<file path="src/rtl/joy_pkg.sv">
// joy_pkg: shared state type and pad bit positions for the serial joystick reader
package joy_pkg;
  typedef enum logic [2:0] {LOAD, LATCH, SHIFT_LO, SHIFT_HI, DONE, GAP} sr_state_t;
  localparam int JB_R   = 0;
  localparam int JB_L   = 1;
  localparam int JB_D   = 2;
  localparam int JB_U   = 3;
  localparam int JB_A   = 4;
  localparam int JB_B   = 5;
  localparam int JB_C   = 6;
  localparam int JB_DB  = 7;
  localparam int JB_E   = 8;
  localparam int JB_F   = 9;
  localparam int JB_ST  = 10;
  localparam int JB_SEL = 11;
endpackage

</file>
<file path="src/rtl/joy_tick_gen.sv">
// joy_tick_gen: one-clk tick every CLK_DIV clocks
module joy_tick_gen #(
  parameter int CLK_DIV = 16
) (
  input  logic clk,
  input  logic reset,
  output logic tick
);
  localparam int CW = CLK_DIV > 1 ? $clog2(CLK_DIV) : 1;
  logic [CW-1:0] cnt_q, cnt_d;
  assign tick = cnt_q == CW'(CLK_DIV - 1);
  always_comb cnt_d = tick ? '0 : cnt_q + CW'(1);
  always_ff @(posedge clk) begin
    if (reset) cnt_q <= '0;
    else cnt_q <= cnt_d;
  end
endmodule

</file>
<file path="src/rtl/sr_joy_reader.sv">
// sr_joy_reader: scans two pads through a serial shift-register chain and debounces the result
module sr_joy_reader
  import joy_pkg::*;
#(
  parameter int CLK_DIV   = 16,
  parameter int NBITS     = 12,
  parameter int GAP_TICKS = 64,
  parameter int DEB_SCANS = 2
) (
  input  logic        clk,
  input  logic        reset,
  output logic        JOY_CLK,
  output logic        JOY_LOAD,
  input  logic        JOY_DATA,
  output logic [15:0] joystick1,
  output logic [15:0] joystick2,
  output logic        scan_done
);
  localparam int NB2 = 2 * NBITS;
  localparam int BW  = $clog2(NB2);
  localparam int GW  = GAP_TICKS > 1 ? $clog2(GAP_TICKS) : 1;
  localparam int SW  = DEB_SCANS > 1 ? $clog2(DEB_SCANS) : 1;
  sr_state_t       state_q, state_d;
  logic [BW-1:0]   bit_q, bit_d;
  logic [GW-1:0]   gap_q, gap_d;
  logic [NB2-1:0]  raw_q, raw_d, prev_q, prev_d;
  logic [SW-1:0]   stable_q, stable_d;
  logic [15:0]     joy1_q, joy1_d, joy2_q, joy2_d;
  logic            jclk_q, jclk_d, jload_q, jload_d, done_q, done_d;
  logic [1:0]      sync_q;
  logic            started_q, tick, tick_rst;
  // The tick phase restarts after reset and after DONE so every phase is a whole tick
  assign tick_rst = reset | ~started_q | (state_q == DONE);
  joy_tick_gen #(.CLK_DIV(CLK_DIV)) u_tick (.clk(clk), .reset(tick_rst), .tick(tick));
  always_comb begin
    state_d  = state_q;
    bit_d    = bit_q;
    gap_d    = gap_q;
    raw_d    = raw_q;
    prev_d   = prev_q;
    stable_d = stable_q;
    joy1_d   = joy1_q;
    joy2_d   = joy2_q;
    case (state_q)
      LOAD:     if (tick) state_d = LATCH;
      LATCH:    if (tick) begin
        state_d = SHIFT_LO;
        bit_d   = '0;
      end
      SHIFT_LO: if (tick) begin
        raw_d[bit_q] = sync_q[1];
        state_d      = SHIFT_HI;
      end
      SHIFT_HI: if (tick) begin
        bit_d   = bit_q + BW'(1);
        state_d = bit_q == BW'(NB2 - 1) ? DONE : SHIFT_LO;
      end
      DONE: begin
        stable_d = raw_q != prev_q ? '0 :
                   stable_q == SW'(DEB_SCANS - 1) ? stable_q : stable_q + SW'(1);
        prev_d   = raw_q;
        if (stable_d == SW'(DEB_SCANS - 1)) begin
          joy1_d = {4'b0, ~raw_q[JB_SEL:JB_R]};
          joy2_d = {4'b0, ~raw_q[NBITS+JB_SEL:NBITS+JB_R]};
        end
        gap_d   = '0;
        state_d = GAP;
      end
      GAP:      if (tick) begin
        gap_d   = gap_q + GW'(1);
        state_d = gap_q == GW'(GAP_TICKS - 1) ? LOAD : GAP;
      end
      default:  state_d = LOAD;
    endcase
    jclk_d  = state_d != SHIFT_LO;
    jload_d = state_d != LOAD;
    done_d  = state_q == DONE;
  end
  always_ff @(posedge clk) begin
    if (reset) begin
      state_q   <= LOAD;
      bit_q     <= '0;
      gap_q     <= '0;
      raw_q     <= '0;
      prev_q    <= '0;
      stable_q  <= '0;
      joy1_q    <= '0;
      joy2_q    <= '0;
      jclk_q    <= 1'b1;
      jload_q   <= 1'b1;
      done_q    <= 1'b0;
      sync_q    <= 2'b11;
      started_q <= 1'b0;
    end else begin
      state_q   <= state_d;
      bit_q     <= bit_d;
      gap_q     <= gap_d;
      raw_q     <= raw_d;
      prev_q    <= prev_d;
      stable_q  <= stable_d;
      joy1_q    <= joy1_d;
      joy2_q    <= joy2_d;
      jclk_q    <= jclk_d;
      jload_q   <= jload_d;
      done_q    <= done_d;
      sync_q    <= {sync_q[0], JOY_DATA};
      started_q <= 1'b1;
    end
  end
  assign JOY_CLK   = jclk_q;
  assign JOY_LOAD  = jload_q;
  assign joystick1 = joy1_q;
  assign joystick2 = joy2_q;
  assign scan_done = done_q;
endmodule

</file>
<file path="config.mk">
export PLATFORM = sky130hd
export DESIGN_NAME = sr_joy_reader
export DESIGN_NICKNAME = d
export VERILOG_FILES = /design/src/rtl/joy_pkg.sv /design/src/rtl/joy_tick_gen.sv /design/src/rtl/sr_joy_reader.sv
export SDC_FILE = /design/constraint.sdc
export NUM_CORES = 1
export LEC_CHECK = 0
export BUFFER_PORTS_ARGS = -buffer_cell sky130_fd_sc_hd__buf_2
export CORE_MARGIN = 2
export CORE_UTILIZATION = 49
export DETAILED_ROUTE_END_ITERATION = 7
export GPL_ROUTABILITY_DRIVEN = 0
export PLACE_DENSITY = 0.68
export SYNTH_ARGS = -nofsm -noshare
export SYNTH_HDL_FRONTEND = slang
export SYNTH_SLANG_ARGS = --single-unit
</file>
<file path="constraint.sdc">
create_clock -name clk -period 5.1 [get_ports clk]
set_input_delay 0.765 -clock clk [delete_from_list [all_inputs] [get_ports clk]]
set_output_delay 0.765 -clock clk [all_outputs]
set_load 0.02 [all_outputs]
</file>
### After elaboration in Yosys (flattened, before gate mapping)

Cells that the tools add are included.

| word-level totals | value |
|---|---|
| flip-flop bits (word level) | 97 |
| input port bits | 3 |
| logic and storage cells | 67 |

| cells by class | value |
|---|---|
| add/subtract/negate cells | 4 |
| magnitude comparators | 2 |
| equal/unequal tests | 13 |
| mux-type cells | 19 |
| bitwise gates (word level) | 5 |
| reductions and logical operators | 10 |

Operators with widths:

| operator | count |
|---|---|
| 24-bit bitwise mux | 1 |
| 24-bit inequality test | 1 |
| 12-bit NOT | 2 |
| 3-bit 2-to-1 mux | 7 |
| 3-bit case mux with 6 select lines | 1 |
| 6-bit case mux with 2 select lines | 1 |
| 5-bit 2-to-1 mux | 2 |
| 5-bit case mux with 2 select lines | 1 |
| 6-bit by 1-bit adder with 6-bit output, second input constant | 1 |
| 3-bit by 2-bit == test with 1-bit output, second input constant | 2 |
| 3-bit == test, second input constant | 2 |
| 6-bit == test, second input constant | 1 |
| 5-bit by 6-bit less-than comparator with 1-bit output, second input constant | 1 |
| 6-bit 2-to-1 mux | 1 |
| 2-bit by 1-bit inequality test with 1-bit output, second input constant | 3 |
| 2-bit AND reduction | 3 |
| 5-bit by 1-bit adder with 5-bit output, second input constant | 1 |
| 1-bit demux with 5-bit select | 1 |
| 5-bit == test, second input constant | 1 |
| 5-bit by 1-bit >= comparator with 1-bit output, second input constant | 1 |
| 4-bit by 1-bit adder with 4-bit output, second input constant | 1 |
| 4-bit == test, second input constant | 1 |
| 1-bit 2-to-1 mux | 4 |
| 2-bit nonzero test | 2 |
| other kinds (10) | 11 |

### Depth between registers and ports, before layout

Gate-level depths: netlist (run 1).

| depth | value |
|---|---|
| depth in word-level cells | 5 |
| depth in mapped cells | 9 |
| depth with buffers taken out | 6 |

### Cells and area by module

From an unflattened synthesis (run 1), not the netlist that was laid out.

| unflattened totals | value |
|---|---|
| cells, all modules | 501 |
| area total of the unflattened synthesis | 4200.3 um^2 |

Modules (own cells, without submodules):

| module | instances | cells an instance | area an instance (um^2) | seq. area each (um^2) |
|---|---|---|---|---|
| sr_joy_reader | 1 | 486 | 4033.9 | 1841.8 |
| joy_tick_gen | 1 | 15 | 166.4 | 80.1 |

### Worst setup path after synthesis (run 1)

OpenSTA, ideal clock, no wires.

| timing | value |
|---|---|
| path kind | reg2reg |
| from | register state_q[0] |
| to | register joy2_q[0], in the netlist joystick2[0] |
| data arrival time | 1943 ps |
| data required time | 5011 ps |
| path slack | 3068 ps |
| cell stages (with the launch flop) | 10 |
| clock period less this slack | 2032 ps |
| cell sequence | dfxtp_1 buf_6 or3b_1 buf_6 nor4_4 and4_1 buf_6 buf_12 a21oi_2 a311oi_2 |

| between the ends | value |
|---|---|
| cells in the longest elaborated chain, start to end | 2 |

Ends and longest elaborated chain:

| item | line | RTL |
|---|---|---|
| from (decl) | sr_joy_reader.sv:23 | `sr_state_t state_q, state_d;` |
| from (signal assigned) | sr_joy_reader.sv:95 | `state_q <= state_d;` |
| 3-bit == test | sr_joy_reader.sv:44 | `case (state_q)` |
| 2-bit AND reduction (no line) | -- |  |
| to (signal assigned) | sr_joy_reader.sv:102 | `joy2_q <= joy2_d;` |
| to (decl) | sr_joy_reader.sv:28 | `logic [15:0] joy1_q, joy1_d, joy2_q, joy2_d;` |

Every way passes these cells.
A chain may end at the register's enable or synchronous reset.

### Worst setup path in the final report (run 1)

| timing | value |
|---|---|
| from | register state_q[2] |
| to | register joy2_q[0], in the netlist joystick2[0] |

Same word-level chain as after synthesis.

==> impl_results.md, run 1 <==
* ANT cells at 0
* CTS root buf: clkbuf_8
* FF+latch count, synth at 96
* Worst EP arrival at roughly 3700 ps
* Worst-margin pin slew at around 1200 ps
* Area delta synth->final at 5.87%
* Final-report hold violation count at 0
* Share of post-route cells with drive strength above 1 at ~18%
* Lkg Pwr at about 1.7 nW
* Yosys warnings at 0
* Setup violators final at 0
* Worst-path cell chain: or3b_1 > nor4_4 > and4_2 > a21oi_2 > a311oi_2
* WHS at a little over 400 ps
* Clk pin slew, worst setup/hold paths at 90 ps
* CTS resizes at 0
* Final worst path period share at about 66%
* Syn_area_per_cell at approximately 8.6 µm²
* Placed Cells at 605
* I/O Buffers at 29
* Clock Tree Buf Depth at 2
* # Max-Cap Violations at 0
* Total power at 1.32 mW
* DP HPWL at about 5700 µm
* Final slew viol count at 0
* CP startpoint kind: flip-flop
* Total Nets Final at 517
* Largest fanout on the critical path at 40
* Initial antenna violation count at 0
* Fmax achieved at slightly below 300 MHz
* Peak VDD IR at ~0.17 mV
* Synth unique cells at 35
* Status: complete, no violations
* DR pass1 iterations at 4
* Sequential share of the synthesized area at a little over two fifths
* Slowest CP cell: and4_2
* Detail Route Antenna Nets at 0
* DRT iter0 DRCs at around 130
* Die X at slightly below 100 µm
* Ys flop type: dfxtp_1
* R2r setup slk at around 1700 ps
* Row Count at 34
* Largest cells by area after synthesis: dfxtp_1 44%, nand2_1 9.2%, a21oi_1 6.8%
* Layout fillers at between 800 and 900
* Slew headroom at 21.7%
* Final Cell Area at about 0.0047 mm²
* Post-layout min period at around 3400 ps
* Post-CTS Repair Setup Buffers at 0
* Die area at ~0.0097 mm²
* Synth Instances at roughly 500
* Critical Path RT at approximately 5400 ps
* GRT Util Overall at 18.5%
* CP endpoint kind: flip-flop
* H-tree depth at 3
* Skew-Pair Late Insertion Delay at roughly 360 ps
* RSZ-0062 raised after global routing: false
* Die height at about 100 µm
* Share of the synthesized area in the top cell type at a little over two fifths
* Pin count of the biggest net entering global routing at 92
* Hold buffer count at cts at 0
* Ports at 38
* Hold Path Class: reg2reg
* Post-place setup slack at approximately 1700 ps
* Wire length per cell at around 14 µm
* Residual DRC at 0
* Asr flop ratio synth at 0%
* Fin worst setup slack at about 1700 ps
* TritonCTS clock tree: built
* Cts bufs inserted at 9
* Routed via count at between 3000 and 4000
* Area leader, netlist: dfxtp_1
* Vias in the first global route at ~3100
* Power per cell area at between 200 and 300 mW/mm²
* Global-route wire length before repair at around 15000 µm
* Congestion Overflow GR at 0
* Post-synth EDFFs at 0
* Post-synthesis cell area at ~0.0044 mm²
* Finished Layout Cells at 620
* Final Util at around 53%
* Placed Area at 0.00443 mm²
* Fin Clk Skew at 10.1 ps
* Vias/cell at about 5.5
* Largest stage delay on the critical path at between 1000 and 1500 ps
* Post-Route Setup TNS at 0 ps
* CORE AREA at between 0.008 and 0.009 mm²
* CTS Sinks at between 90 and 100
* WL final at slightly below 9000 µm
* Crit Path Class: reg2reg
* Initial Util at between 50% and 60%
[layout by cell type, fill, tap and decap left out, types with 5 or more instances in the layout]
cell type	count
clkbuf_8	10
nor2_1	20
or3_1	6
conb_1	8
a21oi_1	60
a21oi_2	20
xor2_1	26
inv_1	5
nand3_1	36
dfxtp_1	96
nor3_1	10
buf_2	28
a311oi_2	20
nand2_1	108
ha_1	6
o21ai_0	8
[cell usage after synthesis, types with 2 or more instances]
master and number:
nand2_1 108, dfxtp_1 96, a21oi_1 60, nand3_1 36, clkbuf_1 31, xor2_1 26, a21oi_2 20, a311oi_2 20
nor2_1 20, buf_4 12, nor3_1 10, o21ai_0 8, ha_1 6, or3_1 6, and4_1 5, inv_1 5
nand4_1 4, nor4_1 4, a21o_1 3, and3_1 3, buf_6 3, nor3b_1 3, xnor2_1 3, and3b_1 2
buf_12 2, nand2b_1 2, or2_2 2
[area by class of cell]
cell class | instances | area, µm² | area share, %
multi-input cells | 366 | 2200 | 47.3
flip-flops and latches | 96 | 1920 | 41.3
repair buffers | 30 | 155 | 3.34
clock buffers | 10 | 138 | 2.96
well taps | 108 | 135 | 2.91
clock inverters | 5 | 81.3 | 1.75
inverters | 5 | 18.8 | 0.404
[power breakdown]
part           switching [mW]  internal [mW]  total [mW]  leakage (nW)
clock network           0.259          0.287       0.546         0.108
logic                  0.0197        0.00309      0.0228         0.810
registers             0.00313          0.751       0.754         0.774
[worst max-delay path, delay by kind of cell (launching register included)]
kind | cells | cell delay [ps]
AOI/OAI and AO/OA | 2 | 410
and+or+nand+nor | 3 | 2330
DFF | 1 | 510
[registers in the layout, summed over array words and instances, names as in the netlist]
name / cells
JOY_CLK: 1
state_q: 3
sync_q: 2
raw_q: 24
joystick2: 12
joystick1: 12
bit_q: 5
gap_q: 6
JOY_LOAD: 1
prev_q: 24
started_q: 1
scan_done: 1
u_tick.cnt_q: 4
[routing by layer]
| layer | vias to the layer above | share of wire [%] | track usage (%) |
|---|---|---|---|
| li1 | 1726 | - | - |
| met1 | 1621 | 47 | 23.8 |
| met2 | 50 | 48 | 31.2 |
| met3 | 12 | 3.7 | 3.97 |
| met4 | 0 | 1.4 | 6.01 |
| met5 | - | 0 | 0 |
[path summary, 6_finish.rpt]
check | end | start | cells past startpoint
setup / recovery | joystick2[0] | state_q[2] | 5
setup reg to reg | joystick2[0] | state_q[2] | 5
hold / removal | sync_q[1] | sync_q[0] | 1
hold reg to reg | sync_q[1] | sync_q[0] | 1
[kinds of logic after synthesis]
family | after synthesis | synth area share, %
xor+xnor | 29 | 5.78
fa+ha+maj | 6 | 1.71
simple gates | 208 | 22.0
buf+inv | 53 | 6.81
compound gates | 114 | 19.7
mux | 1 | 0.256
other cells | 1 | 0.0854
flops | 96 | 43.7
Note: power is estimated with default switching activity, not from simulation.
==> run 2: changes to the inputs <==
--- a/config.mk
+++ b/config.mk
@@ -5,6 +5,7 @@
 export SDC_FILE = /design/constraint.sdc
 export NUM_CORES = 1
 export LEC_CHECK = 0
+export ABC_AREA = 1
 export BUFFER_PORTS_ARGS = -buffer_cell sky130_fd_sc_hd__buf_2
 export CORE_MARGIN = 2
 export CORE_UTILIZATION = 49
==> constraint.sdc (replaced) <==
create_clock -name clk -period 3.3 [get_ports clk]
set_input_delay 0.495 -clock clk [delete_from_list [all_inputs] [get_ports clk]]
set_output_delay 0.495 -clock clk [all_outputs]
set_load 0.02 [all_outputs]
==> run 2 against run 1 <==
Combinational power rose by 140%. Fmax rose by 61%. Worst setup slack got worse by 520 ps. Global-route usage rose by 2.1 points. Design area rose by 2.8%. Clock-buffer cell count rose by 1. Die area rose by 1.1%. Critical path type unchanged. Critical endpoint is now joystick1[3]. Largest cell class unchanged. Largest power group unchanged.
==> impl_results.md, run 2 <==
* Share of post-route cells with drive strength above 1 at around a tenth
* Final slew viol count at 0
* Setup violators final at 0
* Detail Route Antenna Nets at 0
* Final-report hold violation count at 0
* Vias in the first global route at between 3000 and 4000
* Post-synthesis cell area at approximately 0.0044 mm²
* Routed via count at roughly 3900
* Hold buffer count at cts at 0
* CP startpoint kind: flip-flop
* Largest fanout on the critical path at 14
* Post-CTS Repair Setup Buffers at 0
* Vias/cell at slightly above 5
* Area delta synth->final at 7.51%
* Clk pin slew, worst setup/hold paths at approximately 90 ps
* CTS Sinks at 96
* Layout fillers at between 800 and 900
* Final Util at between 50 and 60%
* Post-place setup slack at 1220 ps
* Top Registers: prev_q: 24 flops, raw_q: 24 flops
* RSZ-0062 raised after global routing: false
* Syn_area_per_cell at between 6 and 7 µm²
* Area leader, netlist: dfxtp_1
* Fin worst setup slack at between 1000 and 1500 ps
* Synth unique cells at 35
* Fmax achieved at ~480 MHz
* Row Count at 34
* Total Nets Final at 670
* Post-Route Setup TNS at 0 ps
* CORE AREA at 0.00876 mm²
* Die X at ~100 µm
* Initial Util at a little over 50%
* Pin count of the biggest net entering global routing at 29
* Slew headroom at approximately a third
* Status: complete, no violations
* Worst-margin pin slew at between 900 and 1000 ps
* Worst EP arrival at roughly 2400 ps
* Ys flop type: dfxtp_1
* WHS Path Cells at 2
* Peak VDD IR at 0.250 mV
* Hold Path Class: in2reg
* GRT Util Overall at around a fifth
* Sequential share of the synthesized area at between 40% and 50%
* Die height at approximately 100 µm
* CP endpoint kind: flip-flop
* Commonest non-fill, non-tap cells in the layout: 170 x nand2_1, 103 x nor2_1, 96 x dfxtp_1, 68 x inv_1, 51 x nand3_1
* Largest cells by area after synthesis: dfxtp_1 43%, nand2_1 14%, nor2_1 8.7%
* Crit Path Class: reg2reg
* Most frequent cell after synthesis: nand2_1
* Synth Instances at 640
* ANT cells at 0
* Critical Path RT at roughly 3600 ps
* Cts bufs inserted at 9
* Commonest non-fill, non-tap cell in the layout: nand2_1
* # Max-Cap Violations at 0
* Final worst path period share at 63.4%
* DRT iter0 DRCs at 158
* Initial antenna violation count at 0
* DP HPWL at between 6000 and 7000 µm
* Yosys warnings at 0
* DR pass1 iterations at 4
* Die area at 0.00985 mm²
* Post-layout min period at roughly 2100 ps
* WL final at 9760 µm
* Lkg Pwr at about 2.1 nW
* Post-synth top cells: 170 x nand2_1, 103 x nor2_1, 96 x dfxtp_1
* CTS root buf: clkbuf_8
* Worst r2r path cells at 9
* Ports at 38
* Power per cell area at 424 mW/mm²
* Post-synth EDFFs at 0
* I/O Buffers at 29
* Share of the synthesized area in the top cell type at 43.2%
* Residual DRC at 0
* Fin Clk Skew at about 10 ps
* Asr flop ratio synth at 0%
* H-tree depth at 3
* Congestion Overflow GR at 0
* Clock Tree Buf Depth at 2
* CTS resizes at 0
* Global-route wire length before repair at about 16000 µm
* Skew-Pair Late Insertion Delay at about 370 ps
* FF+latch count, synth at 96
* TritonCTS clock tree: built
* Wire length per cell at around 13 µm
-- run 2: cell count changes in the layout (fill, tap and decap cells not counted), moves of 22 or more --
cell,previous run,this run
nor2_1,20,103
inv_1,5,68
nand2_1,108,170
a21oi_1,60,11
xor2_1,26,2
o22ai_1,0,22
-- run 2: where the power goes --
part | internal [mW] | switching (mW)
registers | 1.16 | 0.00683
clock network | 0.377 | 0.424
logic | 0.0128 | 0.0425
total | 1.55 | 0.473
-- run 2: worst paths after layout --
| check | startpoint | slack (ps) | end |
|---|---|---|---|
| hold reg to reg | sync_q[0] | 420 | sync_q[1] |
| setup / recovery | raw_q[2] | 1210 | joystick1[3] |
| setup reg to reg | raw_q[2] | 1210 | joystick1[3] |
| hold / removal | JOY_DATA | 300 | sync_q[0] |
-- run 2: worst max-delay path, cell delays in order (launching register included) --
cell and delay (ps):
dfxtp_1 340, xnor2_1 250, nand2_1 80, nor2_1 100, nand2_1 60, nor2_1 580, buf_4 320, nand3_1 100
nand2_1 110, nor2_1 40
-- run 2: cells by family (layout without fill, tap and decap cells) --
logic type | Yosys count | count (layout) | synth area share (%)
compound gates | 64 | 64 | 7.91
xor+xnor | 6 | 6 | 1.18
simple gates | 366 | 366 | 35.4
flops | 96 | 96 | 43.2
other cells | 1 | 8 | 0.0844
fa+ha+maj | 6 | 6 | 1.69
buf+inv | 101 | 120 | 10.6
-- run 2: final cells by class --
| class | instances | area [µm²] | area share, % |
|---|---|---|---|
| Sequential cell | 96 | 1920 | 40.2 |
| Clock inverter | 5 | 62.6 | 1.31 |
| Clock buffer | 11 | 141 | 2.96 |
| Tap cell | 108 | 135 | 2.83 |
| Multi-Input combinational cell | 450 | 2080 | 43.5 |
| Inverter | 72 | 270 | 5.65 |
| Timing Repair Buffer | 32 | 168 | 3.51 |
-- run 2: routing by layer --
layer,wire length [µm],GRT usage [%],vias to the layer above
met3,486,3.58,15
met1,4590,27.1,1762
li1,-,-,2059
met5,0,0,-
met4,174,6.95,0
met2,4510,34.4,74
-- run 2: per-stage QoR --
stage	area, µm²	hold slack (ps)	power (mW)	instances
floorplan	4470	389	1.25	647
global placement	4580	405	1.25	758
detailed placement	4580	402	1.25	758
CTS	4780	298	2.05	774
global route	4780	294	2.10	774
finish	4780	305	2.03	774
